<file path="config.mk">
export PLATFORM = sky130hd
export DESIGN_NAME = iob2axi_rd_burst
export DESIGN_NICKNAME = d
export VERILOG_FILES = /design/src/rtl/iob2axi_rd_burst_pkg.sv /design/src/rtl/iob2axi_rd_burst_fifo.sv /design/src/rtl/iob2axi_rd_burst.sv
export SDC_FILE = /design/constraint.sdc
export NUM_CORES = 1
export LEC_CHECK = 0
export BUFFER_PORTS_ARGS = -buffer_cell sky130_fd_sc_hd__buf_2
export CAP_MARGIN = 10
export CORE_MARGIN = 1
export CORE_UTILIZATION = 25
export DETAILED_ROUTE_END_ITERATION = 6
export GPL_TIMING_DRIVEN = 0
export REMOVE_ABC_BUFFERS = 1
export SLEW_MARGIN = 10
export SYNTH_ARGS = -nofsm -noshare
export SYNTH_HDL_FRONTEND = slang
export SYNTH_SLANG_ARGS = --single-unit
</file>
<file path="constraint.sdc">
create_clock -name clk -period 10 [get_ports clk]
set_input_delay 1 -clock clk [delete_from_list [all_inputs] [get_ports clk]]
set_output_delay 1 -clock clk [all_outputs]
set_load 0.02 [all_outputs]
</file>
<file path="src/rtl/iob2axi_rd_burst_pkg.sv">
// Shared AXI4 read-channel field widths and constants, plus the burst FSM state
// encoding used by the native-to-AXI burst reader.
package iob2axi_rd_burst_pkg;

    localparam int AXI_LEN_W   = 8;
    localparam int AXI_SIZE_W  = 3;
    localparam int AXI_BURST_W = 2;
    localparam int AXI_LOCK_W  = 1;
    localparam int AXI_CACHE_W = 4;
    localparam int AXI_PROT_W  = 3;
    localparam int AXI_QOS_W   = 4;
    localparam int AXI_RESP_W  = 2;

    localparam logic [AXI_BURST_W-1:0] AXI_BURST_INCR       = 2'd1;
    localparam logic [AXI_CACHE_W-1:0] AXI_CACHE_MODIFIABLE = 4'd2;
    localparam logic [AXI_PROT_W-1:0]  AXI_PROT_NONSEC      = 3'd2;

    localparam int AXI_4K_BYTES = 4096;

    typedef enum logic [2:0] {
        ST_IDLE,
        ST_ADDR_WAIT,
        ST_ADDR,
        ST_DATA,
        ST_DRAIN
    } state_t;

endpackage

</file>
<file path="src/rtl/iob2axi_rd_burst_fifo.sv">
// Synchronous first-word-fall-through FIFO: the head word is always visible on
// head_data and a pop on empty is ignored.
module iob_sync_fifo #(
    parameter int DATA_W     = 32,
    parameter int DEPTH_LOG2 = 5
) (
    input  logic                  clk,
    input  logic                  rst,
    input  logic                  push,
    input  logic [DATA_W-1:0]     push_data,
    input  logic                  pop,
    output logic [DATA_W-1:0]     head_data,
    output logic [DEPTH_LOG2:0]   level,
    output logic                  empty,
    output logic                  full
);

    localparam int DEPTH = 1 << DEPTH_LOG2;
    localparam int LVL_W = DEPTH_LOG2 + 1;

    logic [DATA_W-1:0]     mem_q [DEPTH];
    logic [DEPTH_LOG2-1:0] wr_ptr_q;
    logic [DEPTH_LOG2-1:0] rd_ptr_q;
    logic [LVL_W-1:0]      level_q;
    logic                  do_push;
    logic                  do_pop;

    assign empty     = (level_q == '0);
    assign full      = (level_q == LVL_W'(DEPTH));
    assign level     = level_q;
    assign do_pop    = pop & ~empty;
    // A pop frees the slot in the same cycle, so push-while-full is allowed then.
    assign do_push   = push & (~full | do_pop);
    assign head_data = mem_q[rd_ptr_q];

    always_ff @(posedge clk) begin
        if (do_push) begin
            mem_q[wr_ptr_q] <= push_data;
        end
    end

    always_ff @(posedge clk or posedge rst) begin
        if (rst) begin
            wr_ptr_q <= '0;
            rd_ptr_q <= '0;
            level_q  <= '0;
        end else begin
            if (do_push) begin
                wr_ptr_q <= wr_ptr_q + DEPTH_LOG2'(1);
            end
            if (do_pop) begin
                rd_ptr_q <= rd_ptr_q + DEPTH_LOG2'(1);
            end
            case ({do_push, do_pop})
                2'b10:   level_q <= level_q + LVL_W'(1);
                2'b01:   level_q <= level_q - LVL_W'(1);
                default: level_q <= level_q;
            endcase
        end
    end

endmodule

</file>
<file path="src/rtl/iob2axi_rd_burst.sv">
// Native-to-AXI4 read DMA master: splits a transfer into INCR bursts that never
// cross a 4 KB page and streams the returned words through a local FIFO.
module iob2axi_rd_burst
    import iob2axi_rd_burst_pkg::*;
#(
    parameter int ADDR_W          = 32,
    parameter int DATA_W          = 32,
    parameter int XFER_W          = 16,
    parameter int MAX_BURST       = 16,
    parameter int FIFO_DEPTH_LOG2 = 5,
    parameter int AXI_ID_W        = 1,
    parameter int AXI_ID          = 0
) (
    input  logic                   clk,
    input  logic                   rst,
    input  logic                   run,
    input  logic [ADDR_W-1:0]      addr,
    input  logic [XFER_W-1:0]      length,
    output logic                   ready,
    output logic                   error,
    input  logic                   s_valid,
    output logic [DATA_W-1:0]      s_rdata,
    output logic                   s_ready,
    output logic [AXI_ID_W-1:0]    m_axi_arid,
    output logic [ADDR_W-1:0]      m_axi_araddr,
    output logic [AXI_LEN_W-1:0]   m_axi_arlen,
    output logic [AXI_SIZE_W-1:0]  m_axi_arsize,
    output logic [AXI_BURST_W-1:0] m_axi_arburst,
    output logic [AXI_LOCK_W-1:0]  m_axi_arlock,
    output logic [AXI_CACHE_W-1:0] m_axi_arcache,
    output logic [AXI_PROT_W-1:0]  m_axi_arprot,
    output logic [AXI_QOS_W-1:0]   m_axi_arqos,
    output logic                   m_axi_arvalid,
    input  logic                   m_axi_arready,
    input  logic [AXI_ID_W-1:0]    m_axi_rid,
    input  logic [DATA_W-1:0]      m_axi_rdata,
    input  logic [AXI_RESP_W-1:0]  m_axi_rresp,
    input  logic                   m_axi_rlast,
    input  logic                   m_axi_rvalid,
    output logic                   m_axi_rready
);

    // state      | meaning
    // IDLE       | ready=1, waiting for run
    // ADDR_WAIT  | size next burst, wait for FIFO room
    // ADDR       | arvalid held until arready
    // DATA       | accept beats of the single outstanding burst
    // DRAIN      | wait for consumer to empty the FIFO

    localparam int BYTES  = DATA_W / 8;
    localparam int SIZE   = $clog2(BYTES);
    localparam int DEPTH  = 1 << FIFO_DEPTH_LOG2;
    localparam int LVL_W  = FIFO_DEPTH_LOG2 + 1;
    localparam int BEAT_W = 9;

    state_t                 state_q;
    logic [ADDR_W-1:0]      addr_q;
    logic [ADDR_W-1:0]      araddr_q;
    logic [XFER_W-1:0]      rem_q;
    logic [AXI_LEN_W-1:0]   arlen_q;
    logic [BEAT_W-1:0]      beat_cnt_q;
    logic                   ready_q;
    logic                   error_q;
    logic                   arvalid_q;
    logic                   rready_q;

    logic                   fifo_push;
    logic                   fifo_pop;
    logic                   fifo_empty;
    logic                   fifo_full;
    logic [LVL_W-1:0]       fifo_level;

    logic [12:0]            page_bytes;
    logic [31:0]            rem_w;
    logic [31:0]            page_w;
    logic [31:0]            beats_w;
    logic [31:0]            free_w;
    logic                   space_ok;
    logic                   r_beat;
    logic                   last_beat;
    logic                   beat_err;
    logic                   drain_done;

    always_comb begin
        page_bytes = 13'(AXI_4K_BYTES) - {1'b0, addr_q[11:0]};
        rem_w      = 32'(rem_q);
        page_w     = 32'(page_bytes >> SIZE);
        beats_w    = 32'(MAX_BURST);
        if (rem_w < beats_w) begin
            beats_w = rem_w;
        end
        if (page_w < beats_w) begin
            beats_w = page_w;
        end
        // Slots popped this cycle are free before the first beat can land.
        free_w   = (fifo_full ? 32'd0 : 32'(DEPTH) - 32'(fifo_level)) + 32'(fifo_pop);
        space_ok = (free_w >= beats_w);
    end

    assign r_beat     = rready_q & m_axi_rvalid;
    assign last_beat  = (beat_cnt_q == BEAT_W'(1));
    assign beat_err   = (m_axi_rresp != '0) | (m_axi_rid != AXI_ID_W'(AXI_ID)) |
                        (m_axi_rlast != last_beat);
    assign fifo_push  = r_beat;
    assign fifo_pop   = s_valid & ~fifo_empty;
    assign drain_done = fifo_empty | ((fifo_level == LVL_W'(1)) & fifo_pop);

    always_ff @(posedge clk or posedge rst) begin
        if (rst) begin
            state_q    <= ST_IDLE;
            addr_q     <= '0;
            araddr_q   <= '0;
            rem_q      <= '0;
            arlen_q    <= '0;
            beat_cnt_q <= '0;
            ready_q    <= 1'b1;
            error_q    <= 1'b0;
            arvalid_q  <= 1'b0;
            rready_q   <= 1'b0;
        end else begin
            case (state_q)
                ST_IDLE: begin
                    if (run) begin
                        error_q <= 1'b0;
                        if (length != '0) begin
                            addr_q  <= addr & ~ADDR_W'(BYTES - 1);
                            rem_q   <= length;
                            ready_q <= 1'b0;
                            state_q <= ST_ADDR_WAIT;
                        end
                    end
                end
                ST_ADDR_WAIT: begin
                    if (space_ok) begin
                        araddr_q   <= addr_q;
                        arlen_q    <= AXI_LEN_W'(beats_w - 32'd1);
                        beat_cnt_q <= BEAT_W'(beats_w);
                        addr_q     <= addr_q + ADDR_W'(beats_w << SIZE);
                        rem_q      <= rem_q - XFER_W'(beats_w);
                        arvalid_q  <= 1'b1;
                        state_q    <= ST_ADDR;
                    end
                end
                ST_ADDR: begin
                    if (m_axi_arready) begin
                        arvalid_q <= 1'b0;
                        rready_q  <= 1'b1;
                        state_q   <= ST_DATA;
                    end
                end
                ST_DATA: begin
                    if (r_beat) begin
                        if (beat_err) begin
                            error_q <= 1'b1;
                        end
                        beat_cnt_q <= beat_cnt_q - BEAT_W'(1);
                        if (last_beat) begin
                            rready_q <= 1'b0;
                            state_q  <= (rem_q != '0) ? ST_ADDR_WAIT : ST_DRAIN;
                        end
                    end
                end
                ST_DRAIN: begin
                    if (drain_done) begin
                        ready_q <= 1'b1;
                        state_q <= ST_IDLE;
                    end
                end
                default: state_q <= ST_IDLE;
            endcase
        end
    end

    iob_sync_fifo #(
        .DATA_W     (DATA_W),
        .DEPTH_LOG2 (FIFO_DEPTH_LOG2)
    ) u_fifo (
        .clk       (clk),
        .rst       (rst),
        .push      (fifo_push),
        .push_data (m_axi_rdata),
        .pop       (fifo_pop),
        .head_data (s_rdata),
        .level     (fifo_level),
        .empty     (fifo_empty),
        .full      (fifo_full)
    );

    assign ready         = ready_q;
    assign error         = error_q;
    assign s_ready       = fifo_pop;
    assign m_axi_arid    = AXI_ID_W'(AXI_ID);
    assign m_axi_araddr  = araddr_q;
    assign m_axi_arlen   = arlen_q;
    assign m_axi_arsize  = AXI_SIZE_W'(SIZE);
    assign m_axi_arburst = AXI_BURST_INCR;
    assign m_axi_arlock  = '0;
    assign m_axi_arcache = AXI_CACHE_MODIFIABLE;
    assign m_axi_arprot  = AXI_PROT_NONSEC;
    assign m_axi_arqos   = '0;
    assign m_axi_arvalid = arvalid_q;
    assign m_axi_rready  = rready_q;

endmodule
</file>
## Word-level counts from Yosys, hierarchy flattened

Memory sizes are Yosys's and may differ from the RTL's.
Cells that the tools add are included.

| word-level totals | value |
|---|---|
| flip-flop bits (word level) | 120 |
| latch bits | 0 |
| memory bits (writable) | 1,024 |
| ROM bits | 0 |
| bits of input ports | 90 |
| output and inout bits | 95 |
| logic and storage cells | 118 |
| memories kept | 1 |

Memories:

| memory | words | width | rd ports | clocked after memory_dff | write ports | line | RTL |
|---|---|---|---|---|---|---|---|
| u_fifo.mem_q | 32 | 32 | 1 | 0 | 1 | iob2axi_rd_burst_fifo.sv:21 | `logic [DATA_W-1:0] mem_q [DEPTH];` |

| cells by class | value |
|---|---|
| $add $sub $neg | 11 |
| multipliers | 0 |
| divide/modulo/power cells | 0 |
| $lt $le $gt $ge | 3 |
| equal/unequal tests | 18 |
| shift-type cells | 0 |
| mux-type cells | 41 |
| bitwise logic cells | 11 |
| reductions and logical operators | 20 |

Operator list:

| cell | number |
|---|---|
| $mux W32 | 4 |
| $mux W16 | 5 |
| $pmux W32 S2 | 1 |
| $add A32 B1 Y32 | 1 |
| $add A32 B18 Y32 | 1 |
| $ge A32 B16 Y1 | 1 |
| $pmux W16 S2 | 1 |
| $reduce_bool A16 Y1 | 2 |
| $mux W3 | 8 |
| $mux W9 | 2 |
| $pmux W9 S2 | 1 |
| $lt A11 B16 Y1 | 1 |
| $lt A16 B5 Y1 const B | 1 |
| $reduce_and A4 Y1 | 4 |
| $reduce_bool A2 Y1 | 8 |
| $sub A16 B16 Y16 | 1 |
| $pmux W3 S5 | 1 |
| $ne A2 B2 Y1 const B | 7 |
| $mux W1 | 13 |
| $sub A13 B12 Y13 const A | 1 |
| $pmux W6 S2 | 1 |
| $add A5 B1 Y5 const B | 2 |
| $eq A9 B1 Y1 const B | 1 |
| $sub A9 B1 Y9 const B | 1 |
| 22 further kinds | 35 |

## Longest topological paths before layout

Gate-level depths: netlist of run 1.

| depth | value |
|---|---|
| word-level depth | 8 |
| gate-level depth with buffers | 25 |
| depth with buffers taken out | 25 |

## By module

From an unflattened synthesis of run 1, not the netlist that was laid out.

| unflattened totals | value |
|---|---|
| cell total of the unflattened synthesis | 2,959 |
| area total of the unflattened synthesis | 47,887.2 µm² |

By module, submodules not included:

| module | instances | cells an instance | area each (µm²) |
|---|---|---|---|
| iob_sync_fifo | 1 | 2,045 | 40,156.0 |
| iob2axi_rd_burst | 1 | 914 | 7,731.2 |

## Least setup slack after synthesis of run 1

Ideal clock, no wire load.

| path | value |
|---|---|
| path type | register to register |
| start | register rem_q[8] |
| end | register arlen_q[0], in the netlist m_axi_arlen[0] |
| library setup time | 0.139 ns |
| data arrival time | 5.454 ns |
| data required time | 9.861 ns |
| setup slack | 4.408 ns |
| stages on the path, launching flop included | 21 |
| clock period less this slack | 5.592 ns |
| cells stage by stage | dfrtp_1 or4_1 nor3_2 nand2_1 ha_1 or3b_2 nor4_1 o211ai_1 a21oi_1 nand2_1 ha_1 a21o_1 a21o_1 a211o_1 a2111oi_0 o21ai_0 nor4_2 a2111oi_4 nand2_2 clkbuf_1 o21ai_1 |

| on the way | value |
|---|---|
| longest elaborated chain between the ends | 6 |
| elaborated cells between the ends (all ways) | 7 |
| those cells by class | 1 x add/sub; 3 x order compare; 2 x mux; 1 x reduce/logical |

Ends and longest elaborated chain:

| item | line | RTL |
|---|---|---|
| from (decl) | iob2axi_rd_burst.sv:59 | `logic [XFER_W-1:0] rem_q;` |
| from (signal assigned) | iob2axi_rd_burst.sv:127 | `rem_q <= length;` |
| from (signal assigned) | iob2axi_rd_burst.sv:139 | `rem_q <= rem_q - XFER_W'(beats_w);` |
| $lt A16 B5 Y1 | iob2axi_rd_burst.sv:89 | `if (rem_w < beats_w) begin` |
| $mux W16 (*) | iob2axi_rd_burst.sv:89 |  |
| $lt A11 B16 Y1 | iob2axi_rd_burst.sv:92 | `if (page_w < beats_w) begin` |
| $mux W16 (*) | iob2axi_rd_burst.sv:92 |  |
| $ge A32 B16 Y1 | iob2axi_rd_burst.sv:97 | `space_ok = (free_w >= beats_w);` |
| $reduce_and A2 Y1 (no line) | - |  |
| to (signal assigned) | iob2axi_rd_burst.sv:136 | `arlen_q <= AXI_LEN_W'(beats_w - 32'd1);` |
| to (decl) | iob2axi_rd_burst.sv:60 | `logic [AXI_LEN_W-1:0] arlen_q;` |

Mark *: on every way between the ends. The rest lies on a longest branch, timed or not.
A chain may end at the register's enable or synchronous reset.

## Worst setup path after layout of run 1

| path | value |
|---|---|
| start | register rem_q[4] |
| end | register rem_q[14] |

| on the way | value |
|---|---|
| longest elaborated chain between the ends | 7 |
| elaborated cells between the ends (all ways) | 10 |
| those cells by class | 1 x add/sub; 3 x order compare; 1 x eq/ne; 4 x mux; 1 x reduce/logical |

Ends and longest elaborated chain:

| item | line |
|---|---|
| $lt A16 B5 Y1 | iob2axi_rd_burst.sv:89 |
| $mux W16 | iob2axi_rd_burst.sv:89 |
| $lt A11 B16 Y1 | iob2axi_rd_burst.sv:92 |
| $mux W16 | iob2axi_rd_burst.sv:92 |
| $ge A32 B16 Y1 or $sub A16 B16 Y16 (tied branches) | iob2axi_rd_burst.sv:97, iob2axi_rd_burst.sv:139 |
| $ne A2 B2 Y1 (no line) or $mux W16 (tied branches) | - |
| $reduce_and A4 Y1 (no line) or $pmux W16 S2 (tied branches) | - |

Several ways; a longest one is shown, not always the timed one. The select of a mux whose other input is x is not followed.

==> flow_metrics.env, run 1 <==
export IMPL_via_per_inst=4.66
export IMPL_internal_power_uw=10800
export IMPL_p_sw_uw=5630
export IMPL_yosysWarnings=0
export IMPL_switching_share_pct=34.2
export IMPL_drtIter0Drc=2710
export IMPL_dpl_cell_count=5229
export IMPL_vias=25257
export IMPL_totalWireLength_microns=119000
export IMPL_synth_simple_area_share_pct=4.52
export IMPL_synth_top_family_by_area="multiplexers"
export IMPL_synth_edff_count=1024
export IMPL_hold_class="in2async"
export IMPL_synthFlopType="edfxtp_1"
export IMPL_dieHeight_microns=438
export IMPL_ant_nets=0
export IMPL_ys_types=75
export IMPL_syn_instance_count=2586
export IMPL_path_clk_slew_ps=70
export IMPL_timing_fmax_ghz=0.117
export IMPL_coreArea_sq_mm=0.188
export IMPL_worstMarginPinSlew_ps=1060
export IMPL_cpMaxStageDelayCell="a2111oi_4"
export IMPL_syn_avg_cell_area_sq_um=18.4
export IMPL_chipWidth_microns=438
export IMPL_dp_slack_ps=1450
export IMPL_antenna_found_initial=12
export IMPL_synthesis_area_sq_mm=0.0476
export IMPL_cts_sinks=1140
export IMPL_first_pass_iters=5
export IMPL_grt_max_degree=82
export IMPL_worstPathArrival_ps=9170
export IMPL_fin_cells=5425
export IMPL_startpoint_type="register"
export IMPL_synth_seq_cells=1140
export IMPL_gp_congestion=0.807
export IMPL_fin_crit_sh_pct=85.6
export IMPL_synth_seq_area_share_pct=70.8
export IMPL_critPathKind="reg2reg"
export IMPL_crit_path_max_incr_delay_ps=710
export IMPL_p_comb_share_pct=37.4
export IMPL_cts_inserted_buffers=108
export IMPL_nFillCells=18106
export IMPL_grt_most_used_layer="met2"
export IMPL_clockRootBuffer="clkbuf_16"
export IMPL_die_area_sq_mm=0.192
export IMPL_met1_usage_pct=16.7
export IMPL_dpl_hpwl_microns=78100
export IMPL_ios=185
export IMPL_end_kind="register"
export IMPL_cts_resized=0
export IMPL_routedWlPerCell_microns=22.0
export IMPL_synth_xor_area_share_pct=0.939
export IMPL_clk_latency_ps=750
export IMPL_rsz0062_at_grt="no"
export IMPL_final_max_slew_violation_count=0
export IMPL_syn_to_final_growth_pct=19.9
export IMPL_port_buffers=162
export IMPL_num_nets_final=3017
export IMPL_synthDominantCellAreaShare_pct=64.6
export IMPL_hold_viol_final=0
export IMPL_synth_compound_gate_area_share_pct=3.70
export IMPL_grt_pass1_vias=25376
export IMPL_clkPwrFrac_pct=25.1
export IMPL_finalSetupTns_ps=0
export IMPL_muxShareOfSynthArea_pct=16.1
export IMPL_htreeDepth=3
export IMPL_async_flop_share_pct=10.2
export IMPL_cts_tree="done"
export IMPL_synth_adder_area_share_pct=2.21
export IMPL_met3_usage_pct=2.41
export IMPL_skew_ps=93.3
export IMPL_initial_core_util_pct=25.2
export IMPL_cts_setup_buffers=0
export IMPL_worst_slack_ps=1440
export IMPL_num_rows=159
export IMPL_layout_drive_gt1_share_pct=28.3
export IMPL_grt_util_met2_pct=19.9
export IMPL_path_common_cell="buf_6"
export IMPL_sequentialPowerShare_pct=37.5
export IMPL_gr_usage_all_layers_pct=12.3
export IMPL_vdd_ir_drop_max_v=0.000167
export IMPL_run_status="completed"
export IMPL_clk_path_buf_depth=3
export IMPL_setup_viol=0
export IMPL_drc=0
export IMPL_crit_required_ps=10610
export IMPL_synth_area_leaders="edfxtp_1, mux4_2, dfrtp_1"
export IMPL_period_needed_ps=8560
export IMPL_worst_path_max_fanout=54
export IMPL_gr_total_overflow=0
export IMPL_cts_hold_buf=0
export IMPL_maxSlewHeadroom_pct=28.6
export IMPL_grt_pass1_wl_microns=175000
export IMPL_p_leak_uw=0.0186
export IMPL_max_cap_violations=0
export IMPL_power_density_mw_per_mm2=288
export IMPL_yosys_area_top_type="edfxtp_1"
## worst paths after layout
kind | slack, ps | to | depth (start not counted) | start
worst max-delay path | 1440 | rem_q[14]$_DFFE_PP0P_ | 25 | rem_q[4]$_DFFE_PP0P_
worst max register to register | 1440 | rem_q[14]$_DFFE_PP0P_ | 25 | rem_q[4]$_DFFE_PP0P_
worst min register to register | 470 | m_axi_araddr[10]$_DFFE_PP0P_ | 2 | m_axi_araddr[10]$_DFFE_PP0P_
max in group asynchronous | 8830 | ready$_DFFE_PP1P_ | 3 | rst
worst min-delay path | 310 | u_fifo.rd_ptr_q[4]$_DFFE_PP0P_ | 2 | rst
min in group clk | 470 | m_axi_araddr[10]$_DFFE_PP0P_ | 2 | m_axi_araddr[10]$_DFFE_PP0P_
## layout make-up
class / count / area [sq um] / area share, %
Antenna cell: 1 / 2.50 / 0.00439
Timing Repair Buffer: 250 / 3010 / 5.28
Inverter: 58 / 223 / 0.390
Multi-Input combinational cell: 1286 / 13500 / 23.6
Clock buffer: 129 / 2850 / 5.00
Tap cell: 2495 / 3120 / 5.47
Sequential cell: 1140 / 33700 / 59.0
Clock inverter: 66 / 702 / 1.23
## critical path, delay by kind of cell (launching register included)
family	cells	cell delay (ps)
adder cells (fa/ha/maj)	2	550
AO/OA/AOI/OAI	5	2260
flip-flops	1	410
buffers and inverters	5	990
AND/OR/NAND/NOR	13	4260
## flip-flops by register name, indices dropped and copies added, names as in the netlist
register and cells:
addr_q 30, u_fifo.wr_ptr_q 5, u_fifo.level 6, m_axi_rready 1
m_axi_araddr 30, rem_q 16, ready 1, m_axi_arvalid 1
state_q 3, m_axi_arlen 8, error 1, u_fifo.rd_ptr_q 5
u_fifo.mem_q 1024, beat_cnt_q 9
## cells by family after synthesis
group,Yosys count
adder cells (fa/ha/maj),83
multiplexers,359
buffers and inverters,198
AND/OR/NAND/NOR,465
other,2
AO/OA/AOI/OAI,288
XOR/XNOR,51
flip-flops,1140
## synthesized netlist by cell type (23+ instances only)
cell type / number
a21oi_1: 81
a31oi_1: 23
buf_1: 30
buf_4: 23
clkbuf_1: 78
dfrtp_1: 115
edfxtp_1: 1024
ha_1: 81
inv_1: 58
mux2_2: 37
mux4_2: 320
nand2_1: 186
nand3_1: 28
nor2_1: 123
o21ai_0: 75
xnor2_1: 33
## power by group through the flow
| stage | sequential, uW | combinational (uW) | clock (uW) |
|---|---|---|---|
| final | 6160 | 6150 | 4130 |
| after global routing | 6220 | 6710 | 4390 |
| after CTS | 6160 | 6290 | 4210 |
| after detailed placement | 6250 | 6250 | 0 |
| after global placement | 6810 | 6180 | 0 |
| after floorplan | 6550 | 4590 | 0 |
## metal layers
| metal | vias to the layer above | share of wire, % |
|---|---|---|
| met5 | - | 0.016 |
| met4 | 4 | 2.4 |
| met3 | 201 | 6.2 |
| met2 | 868 | 48 |
| met1 | 13294 | 44 |
| li1 | 10890 | - |
## layout by cell type (no fill, tap or decap), types with 11 or more instances in the layout
| master | instances |
|---|---|
| a211oi_1 | 11 |
| a21oi_1 | 81 |
| a31oi_1 | 23 |
| and3_1 | 11 |
| buf_12 | 19 |
| buf_16 | 64 |
| buf_2 | 162 |
| clkbuf_1 | 15 |
| clkbuf_16 | 109 |
| clkinv_1 | 24 |
| clkinv_2 | 19 |
| conb_1 | 40 |
| dfrtp_1 | 110 |
| edfxtp_1 | 1024 |
| ha_1 | 81 |
| inv_1 | 57 |
| mux2_2 | 37 |
| mux4_2 | 320 |
| nand2_1 | 186 |
| nand3_1 | 28 |
| nor2_1 | 89 |
| nor2_4 | 34 |
| nor2b_1 | 11 |
| nor3_1 | 18 |
| nor4_1 | 14 |
| o21ai_0 | 75 |
| o21ai_1 | 16 |
| xnor2_1 | 33 |
| xor2_1 | 18 |
## through the flow
step                      instance area, sq um  utilization [%]  power [uW]  hold WS (ps)
final                                    57000             30.3       16400           311
after global routing                     57000             30.3       17300           314
after CTS                                57000             30.3       16700           298
after detailed placement                 53500             28.4       12500           459
after global placement                   51000             27.1       13000           458
after floorplan                          47100                -       11100           454
No activity file was read; power rests on OpenSTA's default activity.
==> run 2: changes to the inputs <==
--- a/config.mk
+++ b/config.mk
@@ -7,12 +7,12 @@
 export LEC_CHECK = 0
 export BUFFER_PORTS_ARGS = -buffer_cell sky130_fd_sc_hd__buf_2
 export CAP_MARGIN = 10
+export CORE_ASPECT_RATIO = 2
 export CORE_MARGIN = 1
 export CORE_UTILIZATION = 25
 export DETAILED_ROUTE_END_ITERATION = 6
 export GPL_TIMING_DRIVEN = 0
 export REMOVE_ABC_BUFFERS = 1
-export SLEW_MARGIN = 10
 export SYNTH_ARGS = -nofsm -noshare
 export SYNTH_HDL_FRONTEND = slang
 export SYNTH_SLANG_ARGS = --single-unit
==> run 2 against run 1 <==
Compared with the run above:
- via count down 1.1%
- die area barely moved
- power fell by 1.6%
- sequential cell count stayed put
- register-to-register slack worse by 370 ps
==> flow_metrics.env, run 2 (synthesis results as in run 1) <==
export IMPL_p_leak_uw=0.0183
export IMPL_ant_nets=0
export IMPL_chipWidth_microns=310
export IMPL_num_rows=226
export IMPL_run_status="completed"
export IMPL_worstPathArrival_ps=9550
export IMPL_regMostFlops="u_fifo.mem_q"
export IMPL_clk_path_buf_depth=3
export IMPL_worstMarginPinSlew_ps=1150
export IMPL_worst_path_max_fanout=54
export IMPL_sequentialPowerShare_pct=38.2
export IMPL_dpl_hpwl_microns=80800
export IMPL_vdd_ir_drop_max_v=0.000226
export IMPL_cts_setup_buffers=0
export IMPL_drc=0
export IMPL_clockRootBuffer="clkbuf_16"
export IMPL_path_clk_slew_ps=70
export IMPL_path_common_cell="buf_6"
export IMPL_via_per_inst=4.61
export IMPL_initial_core_util_pct=25.1
export IMPL_gr_total_overflow=0
export IMPL_cts_tree="done"
export IMPL_crit_path_max_incr_delay_ps=680
export IMPL_final_core_util_pct=29.8
export IMPL_skew_ps=41.2
export IMPL_antenna_found_initial=14
export IMPL_vias=24978
export IMPL_most_common_layout_cells="edfxtp_1, mux4_2, nand2_1, buf_2, dfrtp_1"
export IMPL_final_max_slew_violation_count=0
export IMPL_clk_latency_ps=720
export IMPL_cpMaxStageDelayCell="nor3_2"
export IMPL_dieHeight_microns=619
export IMPL_cts_hold_buf=0
export IMPL_die_area_sq_mm=0.192
export IMPL_largest_register_ffs=1024
export IMPL_clkPwrFrac_pct=23.5
export IMPL_totalWireLength_microns=122000
export IMPL_first_pass_iters=5
export IMPL_grt_pass1_vias=26351
export IMPL_maxSlewHeadroom_pct=23.4
export IMPL_finalInstanceArea_sq_mm=0.0564
export IMPL_gp_congestion=0.812
export IMPL_hold_class="in2async"
export IMPL_internal_power_uw=10500
export IMPL_switching_share_pct=35.0
export IMPL_hold_viol_final=0
export IMPL_ios=185
export IMPL_coreArea_sq_mm=0.189
export IMPL_routedWlPerCell_microns=22.6
export IMPL_syn_to_final_growth_pct=18.6
export IMPL_power_density_mw_per_mm2=287
export IMPL_startpoint_type="register"
export IMPL_grt_pass1_wl_microns=177000
export IMPL_layout_drive_gt1_share_pct=27.8
export IMPL_worst_slack_ps=1070
export IMPL_num_nets_final=3002
export IMPL_cts_inserted_buffers=98
export IMPL_critPathKind="reg2reg"
export IMPL_drtIter0Drc=1869
export IMPL_timing_fmax_ghz=0.112
export IMPL_final_common_cell="edfxtp_1"
export IMPL_cts_resized=0
export IMPL_setup_viol=0
export IMPL_cts_sinks=1140
export IMPL_rsz0062_at_grt="no"
export IMPL_fin_crit_sh_pct=89.3
export IMPL_period_needed_ps=8930
export IMPL_dp_slack_ps=1130
export IMPL_grt_max_degree=87
export IMPL_p_comb_share_pct=38.3
export IMPL_crit_required_ps=10620
export IMPL_port_buffers=162
export IMPL_p_sw_uw=5660
export IMPL_placed_area_sq_mm=0.0533
export IMPL_gr_usage_all_layers_pct=12.6
export IMPL_htreeDepth=3
export IMPL_end_kind="register"
export IMPL_max_cap_violations=0
==> run 2: cell types whose count changed in the layout (fill, tap and decap cells not counted), sizes merged <==
cell | before | now
buf | 250 | 245
bufinv | 10 | 5
clkbuf | 129 | 130
clkinv | 52 | 35
clkinvlp | 1 | 4
diode | 1 | 4
inv | 61 | 62
==> run 2: metrics by stage <==
stage	hold slack, ps	instances	power [uW]	setup TNS (ps)
global route	275	5416	17000	0
finish	286	5419	16200	0
floorplan	454	2484	11100	-73300
detailed placement	457	5237	12600	0
CTS	224	5415	16400	0
global placement	455	5154	13100	-334600
==> run 2: worst paths after layout <==
| kind | slack, ps | start | to | cells after the start |
|---|---|---|---|---|
| hold reg to reg | 470 | m_axi_araddr[21]$_DFFE_PP0P_ | m_axi_araddr[21]$_DFFE_PP0P_ | 2 |
| min in group clk | 470 | m_axi_araddr[21]$_DFFE_PP0P_ | m_axi_araddr[21]$_DFFE_PP0P_ | 2 |
| setup reg to reg | 1070 | rem_q[4]$_DFFE_PP0P_ | rem_q[14]$_DFFE_PP0P_ | 25 |
| hold / removal | 290 | rst | state_q[2]$_DFFE_PP0P_ | 2 |
| max in group asynchronous | 8900 | rst | m_axi_araddr[20]$_DFFE_PP0P_ | 3 |
| setup / recovery | 1070 | rem_q[4]$_DFFE_PP0P_ | rem_q[14]$_DFFE_PP0P_ | 25 |
==> run 2: cell type report <==
cell class,instances,area (sq um)
sequential,1140,33700
antenna,4,10.0
tap,2508,3140
timing repair buffer,245,2770
clock inverter,48,503
multi-input combinational,1286,13500
fill,18276,133000
clock buffer,130,2650
inverter,58,223
==> run 2: power by group through the flow <==
| stage | combinational [uW] | sequential, uW | clock [uW] |
|---|---|---|---|
| 2_1_floorplan | 4590 | 6550 | 0 |
| 3_3_place_gp | 6240 | 6810 | 0 |
| 3_5_place_dp | 6320 | 6280 | 0 |
| 4_1_cts | 6340 | 6180 | 3890 |
| 5_1_grt | 6760 | 6240 | 4040 |
| 6_report | 6200 | 6170 | 3800 |
==> run 2: critical path: cells and delay by family (launching register included) <==
| kind | cells | cell delay, ps |
|---|---|---|
| adders and majority gates | 2 | 540 |
| AOI/OAI and AO/OA | 5 | 2250 |
| buffers and inverters | 5 | 1000 |
| and+or+nand+nor | 13 | 4590 |
| DFF | 1 | 400 |
==> run 2: metal layers <==
layer  global-route usage, %  vias up  routed length (microns)
li1                        -    10839                        -
met1                    13.3    13227                    43400
met2                    24.4      701                    68400
met3                    2.24      197                     6350
met4                    4.65       14                     4060
met5                       0        -                       87
==> run 3: changes to the inputs <==
==> constraint.sdc (replaced) <==
create_clock -name clk -period 10 [get_ports clk]
set_input_delay 0.5 -clock clk [delete_from_list [all_inputs] [get_ports clk]]
set_output_delay 0.5 -clock clk [all_outputs]
set_load 0.02 [all_outputs]
==> run 3 against run 2 <==
Compared with the run above:
- die area unchanged
- maximum frequency increased by 0.26%
- clock-buffer cell count unchanged
- clock skew about the same
- sequential power about the same
- critical endpoint unchanged
- largest cell class unchanged
==> flow_metrics.env, run 3 (synthesis results as in run 1) <==
export IMPL_run_status="completed"
export IMPL_clk_path_buf_depth=3
export IMPL_grt_pass1_vias=26375
export IMPL_gr_usage_all_layers_pct=12.6
export IMPL_cts_sinks=1140
export IMPL_path_delay_family="simple AND/OR/NAND/NOR gates"
export IMPL_cts_tree="done"
export IMPL_cts_hold_buf=4
export IMPL_clkPwrFrac_pct=23.5
export IMPL_hold_viol_final=0
export IMPL_critPathKind="reg2reg"
export IMPL_coreArea_sq_mm=0.189
export IMPL_dpl_hpwl_microns=80800
export IMPL_rr_startpoint="rem_q[4]$_DFFE_PP0P_"
export IMPL_chipWidth_microns=310
export IMPL_ant_nets=0
export IMPL_crit_buf_inv=5
export IMPL_dieHeight_microns=619
export IMPL_fin_crit_sh_pct=89.1
export IMPL_rsz0062_at_grt="no"
export IMPL_p_leak_uw=0.0183
export IMPL_layout_drive_gt1_share_pct=27.7
export IMPL_cpMaxStageDelayCell="nor3_2"
export IMPL_cts_setup_buffers=0
export IMPL_p_total_uw=16200
export IMPL_num_nets_final=3006
export IMPL_hold_end="addr_q[2]$_DFFE_PP0P_"
export IMPL_initial_core_util_pct=25.1
export IMPL_period_needed_ps=8910
export IMPL_worstMarginPinSlew_ps=1130
export IMPL_via_per_inst=4.61
export IMPL_setup_viol=0
export IMPL_p_sw_uw=5660
export IMPL_clk_latency_ps=710
export IMPL_path_common_cell="buf_6"
export IMPL_worst_path_max_fanout=54
export IMPL_drtIter0Drc=1912
export IMPL_regMostFlops="u_fifo.mem_q"
export IMPL_clockRootBuffer="clkbuf_16"
export IMPL_sequentialPowerShare_pct=38.2
export IMPL_timing_rr_end="rem_q[14]$_DFFE_PP0P_"
export IMPL_cts_inserted_buffers=98
export IMPL_num_rows=226
export IMPL_ios=185
export IMPL_grt_max_degree=87
export IMPL_final_common_cell="edfxtp_1"
export IMPL_totalWireLength_microns=122000
export IMPL_p_comb_share_pct=38.3
export IMPL_finalInstanceArea_sq_mm=0.0565
export IMPL_worstPathArrival_ps=9520
export IMPL_end_kind="register"
export IMPL_maxSlewHeadroom_pct=24.7
export IMPL_placed_area_sq_mm=0.0533
export IMPL_vias=24991
export IMPL_crit_path_max_incr_delay_ps=680
export IMPL_gp_congestion=0.812
export IMPL_die_area_sq_mm=0.192
export IMPL_min_from="addr[2]"
export IMPL_startpoint_type="register"
export IMPL_grt_pass1_wl_microns=177000
export IMPL_syn_to_final_growth_pct=18.7
export IMPL_max_cap_violations=0
export IMPL_vdd_ir_drop_max_v=0.000227
export IMPL_internal_power_uw=10500
export IMPL_hold_class="in2reg"
export IMPL_hold_path_depth=3
export IMPL_routedWlPerCell_microns=22.5
export IMPL_first_pass_iters=5
export IMPL_power_density_mw_per_mm2=286
export IMPL_crit_required_ps=10620
export IMPL_most_common_layout_cells="edfxtp_1, mux4_2, nand2_1, buf_2, dfrtp_1"
export IMPL_drc=0
export IMPL_r2r_cells=25
export IMPL_largest_register_ffs=1024
export IMPL_final_max_slew_violation_count=0
export IMPL_finalSetupTns_ps=0
export IMPL_path_clk_slew_ps=70
export IMPL_timing_fmax_ghz=0.112
export IMPL_reg2reg_slack_ps=1090
export IMPL_port_buffers=162
export IMPL_antenna_found_initial=14
export IMPL_htreeDepth=3
export IMPL_switching_share_pct=35.0
export IMPL_skew_ps=40.8
export IMPL_cts_resized=0
export IMPL_gr_total_overflow=0
## run 3: cell count changes in the layout (fill, tap and decap cells not counted), sizes merged
cell         delta
dlygate4sd3     +4
diode           +1
## run 3: tightest hold or removal path, cell delays in order
cell and delay, ps:
buf_2 110, nand2_1 50, a31oi_1 80
## run 3: cell type report
class | instances | area [sq um]
Clock inverter | 48 | 503
Tap cell | 2508 | 3140
Timing Repair Buffer | 249 | 2810
Clock buffer | 130 | 2650
Inverter | 58 | 223
Antenna cell | 5 | 12.5
Multi-Input combinational cell | 1286 | 13500
Sequential cell | 1140 | 33700
Fill cell | 18271 | 133000
## run 3: power groups by stage
stage	combinational (uW)	clock, uW	sequential, uW
3_3_place_gp	6240	0	6810
5_1_grt	6760	4040	6240
4_1_cts	6340	3890	6180
6_report	6200	3800	6170
3_5_place_dp	6320	0	6280
2_1_floorplan	4590	0	6550
## run 3: per-stage QoR
| step | setup slack [ps] | instances | utilization, % | hold slack (ps) |
|---|---|---|---|---|
| floorplan | -1700 | 2484 | - | 454 |
| global placement | -6920 | 5154 | 27.0 | 455 |
| detailed placement | 1130 | 5237 | 28.2 | 457 |
| CTS | 1070 | 5419 | 29.8 | 16.9 |
| global route | 604 | 5420 | 29.8 | 58.9 |
| finish | 1090 | 5424 | 29.9 | 84.0 |
## run 3: layer usage
metal  global-route usage, %  wire (microns)  up-vias  share of wire (%)
met1                    13.3           43300    13256                 35
li1                        -               -    10847                  -
met5                       0              87        -              0.071
met4                    4.65            4110       14                3.4
met3                    2.24            6360      201                5.2
met2                    24.4           68200      673                 56
## run 3: worst max path at each step
| stage | slack [ps] | from | end | depth (start not counted) |
|---|---|---|---|---|
| final | 1090 | rem_q[4]$_DFFE_PP0P_ | rem_q[14]$_DFFE_PP0P_ | 25 |
| after global routing | 600 | rem_q[4]$_DFFE_PP0P_ | rem_q[14]$_DFFE_PP0P_ | 25 |
| after CTS | 1070 | rem_q[12]$_DFFE_PP0P_ | rem_q[14]$_DFFE_PP0P_ | 25 |
| after detailed placement | 1130 | rem_q[4]$_DFFE_PP0P_ | beat_cnt_q[4]$_DFFE_PP0P_ | 25 |
| after global placement | -6920 | u_fifo.rd_ptr_q[0]$_DFFE_PP0P_ | s_rdata[6] | 4 |
| after floorplan | -1700 | u_fifo.rd_ptr_q[0]$_DFFE_PP0P_ | s_rdata[0] | 3 |
